### src/rtl/swdb_pkg.sv
// rtl/swdb_pkg.sv - default constants shared by the switch debouncer files
package swdb_pkg;

  localparam int SWDB_WIDTH           = 8;
  localparam int SWDB_DEBOUNCE_CYCLES = 500000;
  localparam int SWDB_CNT_W           = 20;

endpackage

### src/rtl/switch_debounce_bit.sv
// rtl/switch_debounce_bit.sv - two-flop synchroniser, stability counter and edge pulses for one line
import swdb_pkg::*;

module switch_debounce_bit #(
  parameter int DEBOUNCE_CYCLES = SWDB_DEBOUNCE_CYCLES,
  parameter int CNT_W           = SWDB_CNT_W
) (
  input  logic clk,
  input  logic reset,
  input  logic sw_raw,
  output logic sw_db,
  output logic sw_rise,
  output logic sw_fall
);

  localparam logic [CNT_W-1:0] CNT_LAST = CNT_W'(DEBOUNCE_CYCLES - 1);

  logic             sync1;
  logic             s;
  logic [CNT_W-1:0] cnt;

  always_ff @(posedge clk or negedge reset) begin
    if (!reset) begin
      sync1   <= 1'b0;
      s       <= 1'b0;
      cnt     <= '0;
      sw_db   <= 1'b0;
      sw_rise <= 1'b0;
      sw_fall <= 1'b0;
    end else begin
      sync1   <= sw_raw;
      s       <= sync1;
      sw_rise <= 1'b0;
      sw_fall <= 1'b0;
      if (s == sw_db) begin
        cnt <= '0;
      end else if (cnt == CNT_LAST) begin
        // Accepting the new level also clears the count, so it can never wrap.
        sw_db   <= s;
        cnt     <= '0;
        sw_rise <= s;
        sw_fall <= ~s;
      end else begin
        cnt <= cnt + 1'b1;
      end
    end
  end

endmodule

### src/rtl/switch_debouncer.sv
// rtl/switch_debouncer.sv - per-line debouncer array with sticky pending flags and irq
// Pending/irq logic is built only when SWITCH_DEBOUNCER_IRQ_EN is defined.
import swdb_pkg::*;

module switch_debouncer #(
  parameter int WIDTH           = SWDB_WIDTH,
  parameter int DEBOUNCE_CYCLES = SWDB_DEBOUNCE_CYCLES,
  parameter int CNT_W           = SWDB_CNT_W
) (
  input  logic             clk,
  input  logic             reset,
  input  logic [WIDTH-1:0] sw_raw,
  input  logic [WIDTH-1:0] clr_pending,
  input  logic [WIDTH-1:0] irq_mask,
  output logic [WIDTH-1:0] sw_db,
  output logic [WIDTH-1:0] sw_rise,
  output logic [WIDTH-1:0] sw_fall,
  output logic [WIDTH-1:0] pending,
  output logic             irq
);

  for (genvar i = 0; i < WIDTH; i++) begin : g_bit
    switch_debounce_bit #(
      .DEBOUNCE_CYCLES(DEBOUNCE_CYCLES),
      .CNT_W          (CNT_W)
    ) u_bit (
      .clk    (clk),
      .reset  (reset),
      .sw_raw (sw_raw[i]),
      .sw_db  (sw_db[i]),
      .sw_rise(sw_rise[i]),
      .sw_fall(sw_fall[i])
    );
  end

`ifdef SWITCH_DEBOUNCER_IRQ_EN
  // A new edge overrides a same-cycle clear so no event is lost.
  always_ff @(posedge clk or negedge reset) begin
    if (!reset) begin
      pending <= '0;
    end else begin
      pending <= (pending & ~clr_pending) | sw_rise | sw_fall;
    end
  end

  assign irq = |(pending & irq_mask);
`else
  logic unused_irq_inputs;

  assign unused_irq_inputs = ^{clr_pending, irq_mask};
  assign pending           = '0;
  assign irq               = 1'b0;
`endif

endmodule

### config.mk
export PLATFORM = sky130hd
export DESIGN_NAME = switch_debouncer
export DESIGN_NICKNAME = d
export VERILOG_FILES = /design/src/rtl/swdb_pkg.sv /design/src/rtl/switch_debounce_bit.sv /design/src/rtl/switch_debouncer.sv
export SDC_FILE = /design/constraint.sdc
export NUM_CORES = 1
export LEC_CHECK = 0
export BUFFER_PORTS_ARGS = -buffer_cell sky130_fd_sc_hd__buf_2
export CAP_MARGIN = 40
export CORE_MARGIN = 1
export CORE_UTILIZATION = 35
export CTS_BUF_LIST = sky130_fd_sc_hd__clkbuf_8 sky130_fd_sc_hd__clkbuf_16
export DETAILED_ROUTE_END_ITERATION = 10
export HOLD_SLACK_MARGIN = 0.05
export RECOVER_POWER = 25
export SYNTH_ARGS = -nofsm -noshare
export SYNTH_HDL_FRONTEND = slang
export SYNTH_SLANG_ARGS = --single-unit
### constraint.sdc
create_clock -name clk -period 2.2 [get_ports clk]
set_input_delay 0.66 -clock clk [delete_from_list [all_inputs] [get_ports clk]]
set_output_delay 0.66 -clock clk [all_outputs]
set_load 0.01 [all_outputs]
-- Word-level counts from Yosys, hierarchy flattened
Cells that the tools add are included.
- bits in latches: 0
- output and inout port bits: 33
- memories kept: 0
- register bits: 200
- ROM bits: 0
- memory bits (writable): 0
- order comparisons: 0
- bitwise operators: 16
- $mul: 0
- reductions and logical operators: 8
- $add $sub $neg: 8
- divide/modulo/power cells: 0
- multiplexer cells: 48
- shift-type cells: 0
- equality and inequality tests: 16
- operators with widths (operator ; number):
    $mux 20 ; 16
    $add 20x1->20 const B ; 8
    $eq 20x19->1 const B ; 8
    $mux 1 ; 32
    $not 1->1 ; 16
    $reduce_and 2->1 ; 8
    $eq 1x1->1 ; 8

-- Logic depth before layout (Yosys ltp)
Gate-level depths: netlist of run 1.
- word-level depth: 3
- gate-level depth with buffers: 7

-- Hierarchy
A second synthesis of run 1 with hierarchy kept.
- cells, all modules: 930
- area total of the unflattened synthesis: 9820.7 um2
- by module, submodules not included (module ; instances ; cells an instance ; seq. area each (um2) ; area each (um2)):
    switch_debounce_bit ; 8 ; 115 ; 625.6 ; 1218.7
    switch_debouncer ; 1 ; 10 ; 0.0 ; 71.3

-- Worst setup path after synthesis of run 1
Ideal clock, no wire load.
- path type: register to register
- from: reg g_bit[4].u_bit.cnt[0]
- to: reg g_bit[4].u_bit.cnt[18]
- setup slack: 0.201 ns
- setup time: 0.077 ns
- stages on the path, launching flop included: 6
- required time: 2.123 ns
- data arrival time: 1.922 ns
- path through: dfrtp_1 > ha_1 > nand4_4 > or4_4 > or4b_1 > a21oi_1
- longest elaborated chain between the ends: 3
- elaborated cells on any way between the ends: 4
- those cells by class: add/sub: 1; eq/ne: 1; mux: 2
- ends and longest elaborated chain (what ; line ; source):
    start, declared ; switch_debounce_bit.sv:20 ; logic [CNT_W-1:0] cnt;
    start signal, assigned ; switch_debounce_bit.sv:44 ; cnt <= cnt + 1'b1;
    $add 20x1->20 or $eq 20x19->1 (tied branches) ; switch_debounce_bit.sv:44, switch_debounce_bit.sv:37 ;
    $mux 20 (*) ; switch_debounce_bit.sv:37 ; end else if (cnt == CNT_LAST) begin
    $mux 20 (*) ; switch_debounce_bit.sv:35 ; if (s == sw_db) begin
Every way passes the cells marked *; elsewhere a longest branch is shown, timed or not.
A chain may end at the register's enable or synchronous reset.

-- Final worst setup path of run 1
Ends and elaborated chain as after synthesis.

==> flow_summary_export.csv, run 1 <==
group,metric,value,unit
clocking,cts_max_path_buffers,2,
clocking,cts_tree,"yes",
pwr,combPwrFrac,3.2,%
worst_setup_path,worst_setup_path_end_kind,"register",
placement,dp_hpwl,11700,um
layout,final_cell_mix,"dfrtp_1, nor2_1, xnor2_1",
global_route,grt_pass1_vias,6544,
sta,finalMaxSlewViolations,24,
layout,multi_input_area,4250,um2
routing,drc,0,
worst_setup_path,reg2reg_slack,140,ps
sta,fin_ws,141,ps
clocking,post_cts_buffers,0,
global_route,grt_util_met3,2.35,%
global_route,grt_use_met2,20.9,%
sta,fin_tns_setup,0,ps
global_route,grt_pass1_wl,30800,um
clocking,cts-resized-gates,0,
floorplanning,die_area,28200,um2
sta,setup_viol,0,
global_route,antenna_found_initial,0,
sta,hold_violations,0,
synthesis,async_flop_share,100,%
layout,areaGrowthSynthToFinish,12.4,%
synthesis,netlist_instances,946,
sta,tightest_slew,1520,ps
routing,routedWlPerCell,12.9,um
routing,num_vias,6760,
layout,final_common_cell,"dfrtp_1",
sta,fmax,0.486,GHz
placement,io_buffers,33,
sta,fin_crit_sh,93.6,%
floorplanning,fp-row-count,60,
clocking,h-tree-depth,4,
pwr,switching_share,21.2,%
flow_run,maxCapViolCount,1,
pwr,seqPwrFrac,51.1,%
placement,post-place-ws,132,ps
worst_setup_path,required,2550,ps
routing,dr.pass1.iters,5,
worst_setup_path,crit_arrival,2410,ps
global_route,met1_usage,17.9,%
synthesis,synth_area,9650,um2
sta,hold_slack,338,ps
pwr,clkPwrFrac,45.7,%
pwr,intPower,0.00583,W
floorplanning,core_area,27000,um2
pwr,power_density,682,nW/um2
routing,wl,17200,um
clocking,cts_hold_buffers,0,
clocking,clk_pin_slew,70,ps
routing,vias_per_cell,5.05,
synthesis,ys.flop_type,"dfrtp_1",
sta,skew,8.94,ps
sta,fin_crit,2060,ps
synthesis,ys_types,51,
clocking,root_buffer,"clkbuf_16",
synthesis,synth-seq-cells,200,
worst_setup_path,worst-path-max-fanout,5,
run_status,violations,"max-capacitance violations, max-slew violations",
pwr,power.leakage,4.43,nW
global_route,grt_max_degree,73,
worst_setup_path,startpoint_type,"register",
worst_setup_path,crit_type,"reg2reg",
synthesis,yosysWarnings,0,
sta,slew_headroom,-1.52,%
pwr,peakVddDrop,0.365,mV
global_route,busiest_layer,"met2",
placement,place_congestion,0.788,
pwr,power.switching,0.00157,W
clocking,cts_sinks,200,
clocking,clock_latency,430,ps
floorplanning,io_pins,59,
layout,fill_cells,2663,
synthesis,ys_seq_area_share,51.8,%
min_path,hp-class,"in2reg",
layout,final-seq-area,5000,um2
routing,ant_nets,0,
floorplanning,die_w,168,um
global_route,overflow,0,
layout,fin_nets,1020,
floorplanning,start_util,35.7,%
synthesis,syn_area_per_cell,10.2,um2
sta,rsz0062_at_grt,"no",
layout,diodes,0,
clocking,cts_buffers,17,
floorplanning,die_h,168,um
layout,drive_above_1_share,12.5,%
run_status,run_status,"finished with violations",
synthesis,synth_edf_count,0,
routing,drt_iter0_drc,358,
global_route,grt_use_total,13.1,%
## cells in the mapped netlist, drive strengths merged, types with 2 or more instances
library cell    n  area, um2
a21oi          26        130
a31o            4       35.0
and2            2       12.5
and3           17        106
and4            8       71.3
buf            39        285
clkbuf         13       51.3
dfrtp         200       5000
ha              8        100
inv            25       93.8
mux2            8       90.1
mux2i           2       20.0
nand2          39        146
nand3          47        235
nand4          64        434
nor2          146        548
nor3           33        165
nor3b          17        128
nor4           30        194
nor4b          13        114
o21ai          21        116
o221ai          2       17.5
o31ai           6       50.1
or3            19        119
or4            16        128
or4b            5       50.1
xnor2          82        718
xor2           42        368
## final timing paths
check,startpoint,to,cells after the start
worst max-delay path,g_bit[4].u_bit.cnt[0],g_bit[4].u_bit.cnt[18],5
worst min-delay path,sw_raw[4],g_bit[4].u_bit.sync1,1
worst max register to register,g_bit[4].u_bit.cnt[0],g_bit[4].u_bit.cnt[18],5
worst min register to register,g_bit[5].u_bit.sync1,g_bit[5].u_bit.s,0
max in group asynchronous,reset,g_bit[2].u_bit.cnt[0],2
min in group asynchronous,reset,g_bit[0].u_bit.cnt[15],1
## flip-flops by register name, indices dropped and copies added, names as in the netlist
register             count
g_bit.u_bit.cnt        160
g_bit.u_bit.s            8
g_bit.u_bit.sw_db        8
g_bit.u_bit.sw_fall      8
g_bit.u_bit.sw_rise      8
g_bit.u_bit.sync1        8
## routing by layer
metal  wire (um)  share of wire (%)  vias to the layer above
li1            -                  -                     3398
met1        8620                 50                     3278
met2        8010                 46                       69
met3         428                2.5                       15
met4         183                1.1                        0
met5           0                  0                        -
## area by class of cell
class	instances	share of cell area [%]
Sequential cell	200	46.1
Multi-Input combinational cell	677	39.1
Clock buffer	21	4.43
Timing Repair Buffer	65	3.99
Tap cell	341	3.93
Clock inverter	10	1.51
Inverter	25	0.865
## critical path, cell delays in order, from the launching register on
cell and delay [ps]:
dfrtp_1 400, ha_1 280, nand4_4 120, or4_4 560, or4b_1 480, a21oi_1 150
## per-stage QoR
stage / cells / util, % / total power, W / area [um2]
3_3_place_gp: 1308 / 37.8 / 0.00410 / 10200
6_report: 1339 / 40.1 / 0.00740 / 10900
5_1_grt: 1339 / 40.1 / 0.00770 / 10900
3_5_place_dp: 1308 / 37.8 / 0.00410 / 10200
2_1_floorplan: 954 / - / 0.00397 / 9680
4_1_cts: 1339 / 40.2 / 0.00753 / 10900
## power groups by stage
stage	Sequential, W	Clock [W]	Combinational (W)
6_report	0.00378	0.00338	0.000239
5_1_grt	0.00379	0.00364	0.000278
2_1_floorplan	0.00383	0	0.000131
3_3_place_gp	0.00385	0	0.000248
3_5_place_dp	0.00385	0	0.000252
4_1_cts	0.00378	0.00349	0.000254
## kinds of logic after synthesis
logic type | after synthesis | share of synthesized area (%)
AOI/OAI and AO/OA | 65 | 4.38
xor gates and xnor gates | 124 | 11.3
adders and majority gates | 8 | 1.04
buffers and inverters | 77 | 4.46
DFF | 200 | 51.8
muxes | 10 | 1.14
other | 1 | 0.0388
and+or+nand+nor | 461 | 25.8
Note: power is estimated with default switching activity, not from simulation.
==> run 2, diff against run 1 <==
- SYNTH_HIERARCHICAL: unset -> 1
==> flow_summary_export.csv, run 2 <==
group,metric,value,unit
run_status,run_status,"finished with violations",
run_status,violations,"max-capacitance violations, max-slew violations",
routing,drt_iter0_drc,340,
clocking,cts-resized-gates,0,
routing,ant_nets,0,
global_route,overflow,0,
pwr,peakVddDrop,0.450,mV
floorplanning,fp-row-count,60,
layout,largest_reg_flops,160,
synthesis,ys_seq_area_share,51.0,%
synthesis,yosys-top-cells-count,"dfrtp_1, nor2_1, xnor2_1",
synthesis,synth-seq-cells,200,
worst_setup_path,crit_arrival,2300,ps
pwr,power.switching,0.00173,W
synthesis,yosysWarnings,6,
synthesis,yosysMostFrequentCell,"dfrtp_1",
layout,areaGrowthSynthToFinish,12.2,%
clocking,clk_pin_slew,80,ps
routing,routed.top_layer,"met4",
pwr,power_density,669,nW/um2
sta,hold_violations,0,
placement,dp.cells,1322,
flow_run,maxCapViolCount,1,
sta,fin_crit_sh,90.9,%
routing,routedWlPerCell,13.2,um
layout,final_common_cell,"dfrtp_1",
layout,registers.top_by_ff_count,"g_bit.u_bit/cnt",
synthesis,synth_edf_count,0,
clocking,cts_buffers,17,
clocking,post_cts_buffers,0,
worst_setup_path,timing.rr.start,"g_bit[2].u_bit/cnt[0]",
floorplanning,io_pins,59,
clocking,cts_sinks,200,
sta,finalMaxSlewViolations,59,
clocking,h-tree-depth,4,
worst_setup_path,crit_start,"g_bit[2].u_bit/cnt[0]",
placement,io_buffers,33,
synthesis,ys.flop_type,"dfrtp_1",
layout,fin_nets,1003,
floorplanning,die_h,170,um
synthesis,async_flop_share,100,%
routing,met1_length,9070,um
routing,vias_per_cell,5.03,
placement,place_congestion,0.788,
worst_setup_path,crit_type,"reg2reg",
global_route,grt_pass1_vias,6654,
layout,diodes,0,
worst_setup_path,worst_setup_path_end_kind,"register",
global_route,grt_max_degree,63,
global_route,grt_use_total,13.5,%
routing,num_vias,6804,
worst_setup_path,r2r_cells,5,
worst_setup_path,r2r-end,"g_bit[2].u_bit/cnt[16]",
synthesis,synth_area_leader_cell,"dfrtp_1",
synthesis,synth_area,9820,um2
routing,wl_met2,8170,um
synthesis,netlist_instances,930,
sta,fin_crit,2000,ps
pwr,seqPwrFrac,51.3,%
placement,dp_hpwl,11900,um
floorplanning,start_util,36.0,%
pwr,switching_share,23.5,%
routing,dr.pass1.iters,4,
synthesis,syn_area_per_cell,10.6,um2
worst_setup_path,startpoint_type,"register",
pwr,power.leakage,4.55,nW
clocking,clock_latency,430,ps
worst_setup_path,worst-path-max-fanout,18,
clocking,cts_hold_buffers,0,
sta,fmax,0.500,GHz
global_route,antenna_found_initial,0,
sta,fin_tns_setup,0,ps
routing,met3_length,495,um
layout,final_cell_count_no_fill,1354,
worst_setup_path,cp-endpoint,"g_bit[2].u_bit/cnt[16]",
clocking,root_buffer,"clkbuf_16",
sta,slew_headroom,-13.1,%
worst_setup_path,required,2500,ps
clocking,cts_max_path_buffers,2,
sta,setup_viol,0,
floorplanning,core_area,27300,um2
routing,wl,17900,um
worst_setup_path,reg2reg_slack,200,ps
synthesis,ys_types,31,
pwr,clkPwrFrac,45.5,%
pwr,intPower,0.00564,W
sta,rsz0062_at_grt,"no",
global_route,grt_pass1_wl,31900,um
clocking,cts_tree,"yes",
synthesis,synthTopCellsByArea,"dfrtp_1, xnor2_1, nor2_1",
synthesis,yosysTopAreaCellShare,51.0,%
routing,drc,0,
sta,skew,10.0,ps
floorplanning,die_area,28700,um2
pwr,combPwrFrac,3.2,%
sta,tightest_slew,1700,ps
layout,drive_above_1_share,11.9,%
floorplanning,die_w,170,um
layout,final_cell_mix,"dfrtp_1, nor2_1, xnor2_1",
min_path,hp-class,"in2reg",
## run 2: changes by cell type in the layout (fill, tap and decap cells not counted), moves of 18 or more
cell,previous run,this run
buf_4,29,8
nand4_1,60,40
o31ai_1,5,24
or4_1,14,32
## run 2: worst min-delay path by stage
stage | from | endpoint | slack (ps) | cells past startpoint
3_3_place_gp | g_bit[7].u_bit/sync1 | g_bit[7].u_bit/s | 330 | 0
3_5_place_dp | g_bit[0].u_bit/sync1 | g_bit[0].u_bit/s | 340 | 0
5_1_grt | sw_raw[5] | g_bit[5].u_bit/sync1 | 300 | 1
2_1_floorplan | g_bit[0].u_bit/sync1 | g_bit[0].u_bit/s | 330 | 0
6_report | sw_raw[2] | g_bit[2].u_bit/sync1 | 320 | 1
4_1_cts | reset | g_bit[7].u_bit/cnt[7] | 180 | 1
## run 2: per-layer routing
layer | up-vias | GRT usage [%]
met1 | 3327 | 18.4
met4 | 0 | 3.37
met3 | 16 | 2.96
met2 | 76 | 21.5
met5 | - | 0
li1 | 3385 | -
## run 2: worst max-delay path, cell delays in order (launching register included)
cell     delay, ps
dfrtp_1        420
ha_1           280
nand4_4        200
nor4_1         370
a31o_2         490
nor2_1         100
## run 2: layout make-up
| class | count | area (um2) |
|---|---|---|
| inverters | 32 | 120 |
| fillers | 2646 | 16200 |
| flip-flops and latches | 200 | 5000 |
| well taps | 372 | 465 |
| multi-input cells | 673 | 4490 |
| clock buffers | 17 | 425 |
| clock inverters | 15 | 214 |
| repair buffers | 45 | 305 |
## run 2: power groups by stage
stage	Clock (W)	Combinational [W]	Sequential [W]
after floorplan	0	0.000146	0.00384
after global placement	0	0.000246	0.00385
after detailed placement	0	0.000246	0.00386
after CTS	0.00348	0.000248	0.00378
after global routing	0.00363	0.000279	0.00379
final	0.00336	0.000236	0.00378
## run 2: metrics by stage
stage,total power (W),utilization [%],setup WS (ps),hold WS [ps],area [um2]
after floorplan,0.00399,-,471,331,9850
after global placement,0.00410,38.1,223,332,10400
after detailed placement,0.00410,38.1,213,336,10400
after CTS,0.00751,40.5,210,182,11000
after global routing,0.00770,40.5,23.2,296,11000
final,0.00738,40.5,200,323,11000
## run 2: cells by family after synthesis
| logic type | count (synthesis) | share of synthesized area (%) |
|---|---|---|
| buffers and inverters | 65 | 3.64 |
| other | 1 | 0.0382 |
| adder cells (fa/ha/maj) | 8 | 1.02 |
| XOR/XNOR | 120 | 10.7 |
| flip-flops | 200 | 51.0 |
| AO/OA/AOI/OAI | 72 | 4.89 |
| multiplexers | 8 | 0.917 |
| AND/OR/NAND/NOR | 456 | 27.8 |
==> run 3, diff against run 2 <==
- ABC_AREA: unset -> 1
- ABC_CLOCK_PERIOD_IN_PS: unset -> 2200
- CELL_PAD_IN_SITES_DETAIL_PLACEMENT: unset -> 1
- CELL_PAD_IN_SITES_GLOBAL_PLACEMENT: unset -> 1
- PLACE_DENSITY_LB_ADDON: unset -> 0.1
==> flow_summary_export.csv, run 3 <==
group,metric,value,unit
routing,drt_iter0_drc,331,
worst_setup_path,crit_path_cell_trace,"buf_2",
clocking,root_buffer,"clkbuf_16",
routing,drc,0,
synthesis,synth_area_leader_cell,"dfrtp_1",
synthesis,synth-seq-cells,200,
placement,place_area,11900,um2
synthesis,ys_seq_area_share,44.9,%
clocking,cts_buffers,17,
worst_setup_path,cp_top_family,"flip-flops",
layout,final_cell_mix,"nor2_1, nand2_1, dfrtp_1",
synthesis,async_flop_share,100,%
global_route,grt_pass1_vias,9313,
synthesis,synthTopCellsByArea,"dfrtp_1, nor2_1, nand2_1",
worst_setup_path,worst-path-max-fanout,4,
synthesis,ys_types,24,
sta,rsz0062_at_grt,"no",
pwr,power_density,580,nW/um2
pwr,peakVddDrop,0.605,mV
routing,ant_nets,0,
sta,finalMaxSlewViolations,0,
sta,tightest_slew,1450,ps
layout,registers.top_by_ff_count,"g_bit.u_bit/cnt",
placement,dp.cells,1844,
layout,fill_cells,3793,
global_route,grt_pass1_wl,45700,um
sta,slew_headroom,3.43,%
routing,wl,26000,um
sta,hold_violations,0,
worst_setup_path,crit_arrival,1010,ps
synthesis,yosysWarnings,6,
layout,final_common_cell,"nor2_1",
routing,routedWlPerCell,13.9,um
synthesis,syn_area_per_cell,7.90,um2
global_route,overflow,0,
sta,fin_crit,1670,ps
clocking,clk_pin_slew,80,ps
flow_run,maxCapViolCount,0,
layout,drive_above_1_share,15.4,%
floorplanning,die_w,180,um
worst_setup_path,startpoint_type,"register",
layout,final_cell_count_no_fill,1876,
floorplanning,die_area,32600,um2
clocking,cts_hold_buffers,0,
clocking,clock_latency,450,ps
layout,areaGrowthSynthToFinish,11.7,%
placement,io_buffers,33,
floorplanning,io_pins,59,
placement,dp_hpwl,20000,um
synthesis,synth_edf_count,0,
clocking,cts-resized-gates,0,
worst_setup_path,crit_type,"reg2out",
worst_setup_path,required,1540,ps
clocking,cts_tree,"yes",
layout,fin_nets,1501,
layout,largest_reg_flops,160,
routing,num_vias,8749,
floorplanning,start_util,36.0,%
pwr,power.leakage,5.21,nW
sta,skew,9.35,ps
layout,stdcell_area,12400,um2
run_status,run_status,"complete, no violations",
worst_setup_path,crit_buf_inv,1,
floorplanning,fp-row-count,64,
routing,vias_per_cell,4.66,
floorplanning,die_h,180,um
pwr,power,0.00722,W
clocking,post_cts_buffers,0,
synthesis,yosysMostFrequentCell,"nor2_1",
clocking,h-tree-depth,4,
worst_setup_path,worst_setup_path_end_kind,"output pin",
synthesis,synth_area,11100,um2
min_path,hp-class,"in2reg",
global_route,grt_max_degree,50,
global_route,grt_use_total,17.3,%
sta,fin_tns_setup,0,ps
worst_setup_path,cp_slowest_cell,"dfrtp_1",
global_route,antenna_found_initial,0,
clocking,cts_sinks,200,
worst_setup_path,slowest_delay,420,ps
sta,setup_viol,0,
placement,place_congestion,0.774,
synthesis,yosys-top-cells-count,"nor2_1, nand2_1, dfrtp_1",
synthesis,yosysTopAreaCellShare,44.9,%
synthesis,netlist_instances,1410,
sta,fin_crit_sh,76.1,%
floorplanning,core_area,31000,um2
sta,fmax,0.597,GHz
layout,diodes,0,
synthesis,ys.flop_type,"dfrtp_1",
clocking,cts_max_path_buffers,2,
routing,dr.pass1.iters,4,
run 3: where the power goes:
part | total [W] | leakage [nW] | switching (W) | internal (W)
combinational | 0.000284 | 2.18 | 0.000210 | 0.0000742
clock | 0.00318 | 0.290 | 0.00146 | 0.00172
sequential | 0.00376 | 2.74 | 0.0000367 | 0.00372
total | 0.00722 | 5.21 | 0.00171 | 0.00552
run 3: area by class of cell:
class	instances	area [um2]	area share [%]
Clock buffer	18	439	3.53
Timing Repair Buffer	47	300	2.41
Sequential cell	200	5000	40.2
Inverter	120	450	3.62
Clock inverter	14	149	1.20
Multi-Input combinational cell	1081	5610	45.1
Tap cell	396	495	3.98
run 3: kinds of logic after synthesis:
family | after synthesis | share of synthesized area (%)
compound gates | 48 | 2.16
xor+xnor | 80 | 6.29
fa+ha+maj | 8 | 0.898
buf+inv | 137 | 5.01
flops | 200 | 44.9
other cells | 1 | 0.0337
simple gates | 936 | 40.7
run 3: path summary, 6_finish.rpt:
kind | startpoint | end | slack [ps] | cells after the start
setup / recovery | g_bit[3].u_bit/sw_db | sw_db[3] | 530 | 1
setup reg to reg | g_bit[1].u_bit/cnt[13] | g_bit[1].u_bit/cnt[5] | 680 | 7
min in group asynchronous | reset | g_bit[3].u_bit/cnt[10] | 540 | 1
hold reg to reg | g_bit[1].u_bit/sync1 | g_bit[1].u_bit/s | 350 | 0
max in group asynchronous | reset | g_bit[0].u_bit/cnt[19] | 610 | 2
hold / removal | sw_raw[3] | g_bit[3].u_bit/sync1 | 310 | 1
run 3: per-stage QoR:
stage | hold slack (ps) | worst slack [ps] | utilization, %
floorplan | 331 | 954 | -
global placement | 333 | 696 | 38.3
detailed placement | 336 | 681 | 38.3
CTS | 123 | 490 | 40.2
global route | 289 | 349 | 40.2
finish | 313 | 526 | 40.2
run 3: per-layer routing:
metal / wire [um] / vias up / part of all wire, % / global-route usage, %
met5: 0 / - / 0 / 0
met4: 153 / 0 / 0.59 / 3.76
li1: - / 4471 / - / -
met1: 13100 / 4218 / 50 / 23.0
met3: 477 / 7 / 1.8 / 3.11
met2: 12300 / 53 / 47 / 29.2
